[src/rtl/paddle_ctrl.sv]
// paddle_ctrl: turns one player's quadrature rotary encoder into a 32-row paddle bitmap.
// An optional auto mode moves the paddle toward the ball row, one row every AUTO_DIV cycles.
//
// Ports:
//   clk     in   system clock
//   reset   in   synchronous reset, active-high
//   enc_a   in   encoder phase A (asynchronous)
//   enc_b   in   encoder phase B (asynchronous)
//   auto    in   1 = computer-controlled paddle
//   ball_y  in   current ball row (0..31), used in auto mode only
//   pos     out  top row of the paddle, 0..32-PADDLE_LEN
//   paddle  out  bit i set iff pos <= i < pos+PADDLE_LEN (registered from pos)
module paddle_ctrl #(
    parameter int unsigned PADDLE_LEN = 5,
    parameter int unsigned STEPS      = 4,
    parameter int unsigned AUTO_DIV   = 64,
    parameter bit          INVERT     = 1'b0
) (
    input  logic        clk,
    input  logic        reset,
    input  logic        enc_a,
    input  logic        enc_b,
    input  logic        auto,
    input  logic [4:0]  ball_y,
    output logic [4:0]  pos,
    output logic [31:0] paddle
);

    localparam int unsigned         MaxPos  = 32 - PADDLE_LEN;
    localparam logic [4:0]          MaxPosL = 5'(MaxPos);
    localparam logic [4:0]          RstPos  = 5'(MaxPos / 2);
    localparam int unsigned         DivW    = (AUTO_DIV > 1) ? $clog2(AUTO_DIV) : 1;
    localparam logic [DivW-1:0]     DivLast = DivW'(AUTO_DIV - 1);
    localparam logic [4:0]          StepsP  = 5'(STEPS);
    localparam logic [4:0]          StepsN  = 5'(-int'(STEPS));

    // Position along the 00->01->11->10 cycle, so a legal move is a +/-1 difference mod 4.
    function automatic logic [1:0] gray_idx(input logic [1:0] s);
        return {s[1], s[1] ^ s[0]};
    endfunction

    function automatic logic [31:0] mask(input logic [4:0] p);
        logic [31:0] m;
        m = '0;
        for (int i = 0; i < 32; i++) begin
            m[i] = (i >= int'(p)) && (i < int'(p) + int'(PADDLE_LEN));
        end
        return m;
    endfunction

    logic [1:0]      a_q, b_q;
    logic [1:0]      prev_q;
    logic            up_q, dn_q, up_d, dn_d;
    logic [3:0]      acc_q, acc_d;
    logic [DivW-1:0] div_q, div_d;
    logic [4:0]      pos_q, pos_d;
    logic [31:0]     paddle_q;

    logic [1:0]        s;
    logic [1:0]        diff;
    logic [4:0]        sum;
    logic signed [5:0] tgt_raw;
    logic [4:0]        tgt;

    assign s = {a_q[1], b_q[1]};

    // Decode is registered so a step reaches acc/pos three edges after the input is sampled.
    always_comb begin
        diff = gray_idx(s) - gray_idx(prev_q);
        up_d = INVERT ? (diff == 2'd3) : (diff == 2'd1);
        dn_d = INVERT ? (diff == 2'd1) : (diff == 2'd3);
    end

    always_comb begin
        acc_d   = acc_q;
        pos_d   = pos_q;
        div_d   = div_q;
        sum     = {acc_q[3], acc_q} + {4'b0, up_q} - {4'b0, dn_q};
        tgt_raw = signed'({1'b0, ball_y}) - signed'(6'(PADDLE_LEN / 2));
        if (tgt_raw < 6'sd0) begin
            tgt = 5'd0;
        end else if (tgt_raw > signed'(6'(MaxPos))) begin
            tgt = MaxPosL;
        end else begin
            tgt = tgt_raw[4:0];
        end

        if (auto) begin
            acc_d = 4'd0;
            if (div_q == DivLast) begin
                div_d = '0;
                if (pos_q < tgt) begin
                    pos_d = pos_q + 5'd1;
                end else if (pos_q > tgt) begin
                    pos_d = pos_q - 5'd1;
                end
            end else begin
                div_d = div_q + DivW'(1);
            end
        end else begin
            div_d = '0;
            if (sum == StepsP) begin
                acc_d = 4'd0;
                if (pos_q != MaxPosL) begin
                    pos_d = pos_q + 5'd1;
                end
            end else if (sum == StepsN) begin
                acc_d = 4'd0;
                if (pos_q != 5'd0) begin
                    pos_d = pos_q - 5'd1;
                end
            end else begin
                acc_d = sum[3:0];
            end
        end
    end

    always_ff @(posedge clk) begin
        if (reset) begin
            a_q      <= 2'b0;
            b_q      <= 2'b0;
            prev_q   <= 2'b0;
            up_q     <= 1'b0;
            dn_q     <= 1'b0;
            acc_q    <= 4'd0;
            div_q    <= '0;
            pos_q    <= RstPos;
            paddle_q <= mask(RstPos);
        end else begin
            a_q      <= {a_q[0], enc_a};
            b_q      <= {b_q[0], enc_b};
            prev_q   <= s;
            up_q     <= up_d;
            dn_q     <= dn_d;
            acc_q    <= acc_d;
            div_q    <= div_d;
            pos_q    <= pos_d;
            paddle_q <= mask(pos_q);
        end
    end

    assign pos    = pos_q;
    assign paddle = paddle_q;

endmodule
[config.mk]
export PLATFORM = sky130hd
export DESIGN_NAME = paddle_ctrl
export DESIGN_NICKNAME = d
export VERILOG_FILES = /design/src/rtl/paddle_ctrl.sv
export SDC_FILE = /design/constraint.sdc
export NUM_CORES = 1
export LEC_CHECK = 0
export BUFFER_PORTS_ARGS = -buffer_cell sky130_fd_sc_hd__buf_2
export CAP_MARGIN = 5
export CORE_MARGIN = 2
export CORE_UTILIZATION = 61
export DETAILED_ROUTE_END_ITERATION = 8
export PLACE_DENSITY = 0.87
export SETUP_SLACK_MARGIN = 0.2
export SLEW_MARGIN = 20
export SYNTH_ARGS = -nofsm -noshare
export SYNTH_HDL_FRONTEND = slang
export SYNTH_SLANG_ARGS = --single-unit
[constraint.sdc]
create_clock -name clk -period 8.66 [get_ports clk]
set_input_delay 1.299 -clock clk [delete_from_list [all_inputs] [get_ports clk]]
set_output_delay 1.299 -clock clk [all_outputs]
set_load 0.02 [all_outputs]
==> flow_summary.yaml <==
critical_path:
  r2r-end: "paddle[9]"
  r2r_start: "pos[1]"
  crit_required_ns: 8.92
  path_max_fanout: 5
  regToRegSetupSlack_ns: 5.60
  crit_path_start: "ball_y[1]"
  cp-end-kind: "register"
  path_class: "in2reg"
  ff2ff_path_depth: 8
  worst-endpoint-arrival_ns: 4.03
  cp-start-kind: "input pin"
die:
  chipWidth_um: 74.9
  core_area_um2: 4790
  rows: 25
  start_util_pct: 64.1
  ioPinCount: 47
  die_h_um: 74.9
  die-area_um2: 5610
grt:
  antenna_found_initial: 0
  grt_use_total_pct: 27.9
  grt_first_pass_wirelength_mm: 12.1
  grt_pass1_vias: 2582
  grt_max_degree: 41
  grt.overflow.total: 0
layout:
  num_antenna_cells: 0
  drive_gt1_share_pct: 15.3
  nNetsFinal: 455
  area_growth_syn_to_layout_pct: 10.7
  multiInputGateArea_um2: 1800
  seqCellArea_um2: 1100
  final_area_um2: 3400
  num-fill-cells: 406
clock_tree:
  cts_tree: "yes"
  holdBufCountCts: 0
  clk_path_buf_depth: 2
  numClockSinks: 55
  cts_setup_buffers: 0
  insertion_delay_ns: 0.31
  cts-buffers-inserted: 5
  h-tree-depth: 2
  clkTransAtPathRegs_ns: 0.10
  ctsResizeCount: 0
  clockRootBuffer: "clkbuf_8"
power:
  fin_total_pwr_mw: 0.548
  ir_worst_vdd_uv: 79.8
  powerDensity_nw_per_um2: 161
  cellLeakagePower_nw: 1.45
timing:
  finalWorstSetupSlack_ns: 4.89
  rsz0062_at_grt: "no"
  final-setup-viol-count: 0
  tightestPinTransition_ns: 0.938
  tns_ns: 0
  period_share_pct: 43.5
  hold_viol_final: 0
  fin_crit_ns: 3.77
  finalMaxSlewViolations: 0
  fin_skew_ns: 0.0114
  relSlewSlack_pct: 37.4
  fmax_mhz: 265
synth:
  ys_seq_elements: 55
  yosysTopAreaCell: "dfxtp_1"
  synth_top_area_share_pct: 35.9
  synthTopCellsByArea: "dfxtp_1 (36%), ha_1 (7.8%), nor2_1 (6.9%)"
  synth_edf_count: 0
  ys_warn_count: 0
  synth.cell_area_um2: 3070
  ys.flop_type: "dfxtp_1"
  syn_inst: 394
  synth.avg_cell_area_um2: 7.78
  ys_types: 49
  seq_area_frac_synth_pct: 35.9
  synth_nets: 424
  synthArstFlopShare_pct: 0
placed_design:
  gp_congestion: 0.950
  place_hpwl_mm: 5.19
  placed_area_um2: 3300
  numPortBuffers: 46
  place_ws_ns: 4.57
route:
  drc: 0
  avgRoutedWirePerCell_um: 14.9
  wl_mm: 7.33
  vias: 2956
  first_iter_violations: 401
  ant_nets: 0
  avgViaCountPerCell: 6.00
  drt_first_pass_iters: 5
status:
  status: "complete, no violations"
min_path:
  whs_path_depth: 1
  min_path_type: "reg2reg"
  hold_start: "b_q[0]"
  min_to: "b_q[1]"
job:
  maxCapViolCount: 0
==> state kept, by name, indices dropped and copies added, names as in the netlist <==
register	cells
dn_q	1
paddle	32
prev_q	2
pos	5
up_q	1
acc_q	4
b_q	2
div_q	6
a_q	2
==> where the power goes <==
part | switching [mW] | internal (mW)
Combinational | 0.0853 | 0.0477
Sequential | 0.00836 | 0.263
Clock | 0.0853 | 0.0579
Total | 0.179 | 0.369
==> cell type report <==
class / count / share of cell area (%)
Multi-Input combinational cell: 295 / 52.9
Sequential cell: 55 / 32.4
Timing Repair Buffer: 48 / 7.22
Tap cell: 67 / 2.47
Inverter: 20 / 2.21
Clock buffer: 5 / 2.03
Clock inverter: 3 / 0.737
==> cell usage in the layout, fill, tap and decap left out, types with 9 or more instances in the layout <==
cell type,n
a21oi_1,34
buf_2,46
dfxtp_1,55
ha_1,19
inv_1,19
nand2_1,37
nand3_1,12
nor2_1,56
nor2b_1,12
nor3_1,15
o21ai_0,24
xnor2_1,9
==> per-stage QoR <==
| stage | utilization, % | hold WS (ns) | instances |
|---|---|---|---|
| final | 71.0 | 0.443 | 493 |
| after global routing | 71.0 | 0.466 | 493 |
| after CTS | 71.0 | 0.446 | 493 |
| after detailed placement | 69.0 | 0.422 | 485 |
| after global placement | 69.0 | 0.420 | 485 |
| after floorplan | - | 0.413 | 394 |
==> cells by family (layout without fill, tap and decap cells) <==
| logic type | Yosys count | after routing | share of synthesized area, % |
|---|---|---|---|
| buf+inv | 44 | 76 | 5.51 |
| xor+xnor | 13 | 13 | 3.71 |
| fa+ha+maj | 20 | 20 | 8.40 |
| mux | 5 | 5 | 2.04 |
| compound gates | 99 | 99 | 20.4 |
| simple gates | 158 | 158 | 24.0 |
| flops | 55 | 55 | 35.9 |
==> how the worst max path moves through the flow <==
| stage | end | slack (ns) | depth (start not counted) |
|---|---|---|---|
| after floorplan | pos[2] | 5.05 | 14 |
| after global placement | pos[2] | 4.79 | 15 |
| after detailed placement | pos[2] | 4.57 | 15 |
| after CTS | pos[2] | 4.91 | 15 |
| after global routing | pos[2] | 4.70 | 15 |
| final | pos[2] | 4.89 | 15 |
==> Yosys cell counts (4+ instances only) <==
| library cell | number |
|---|---|
| ha_1 | 19 |
| a211oi_1 | 5 |
| nand2_1 | 37 |
| nand2b_1 | 4 |
| inv_1 | 19 |
| xnor2_1 | 9 |
| nor2b_1 | 12 |
| or3_1 | 4 |
| o21ai_0 | 24 |
| nor3_1 | 15 |
| nand3_1 | 12 |
| clkbuf_1 | 19 |
| a221oi_1 | 4 |
| nor2_1 | 56 |
| mux2i_1 | 4 |
| nor4_1 | 5 |
| buf_1 | 4 |
| a21oi_1 | 34 |
| dfxtp_1 | 55 |
| o22ai_1 | 5 |
| xor2_1 | 4 |
==> worst max-delay path, stage by stage <==
cell,delay (ns)
buf_2,0.13
inv_1,0.07
ha_1,0.22
nor2b_1,0.32
nor2_1,0.08
o21ai_0,0.13
o21ai_0,0.10
ha_1,0.30
nor2b_1,0.14
o21a_1,0.16
o211ai_1,0.15
a41o_1,0.33
mux2i_1,0.14
or3_1,0.36
nand3_1,0.08
==> layer usage <==
metal	vias to the layer above	global-route usage (%)	routed length [um]
li1	1446	-	-
met1	1320	37.1	3100
met2	173	45.9	3380
met3	17	5.35	749
met4	0	8.73	106
met5	-	0	0
(Power assumes the default switching activity.)
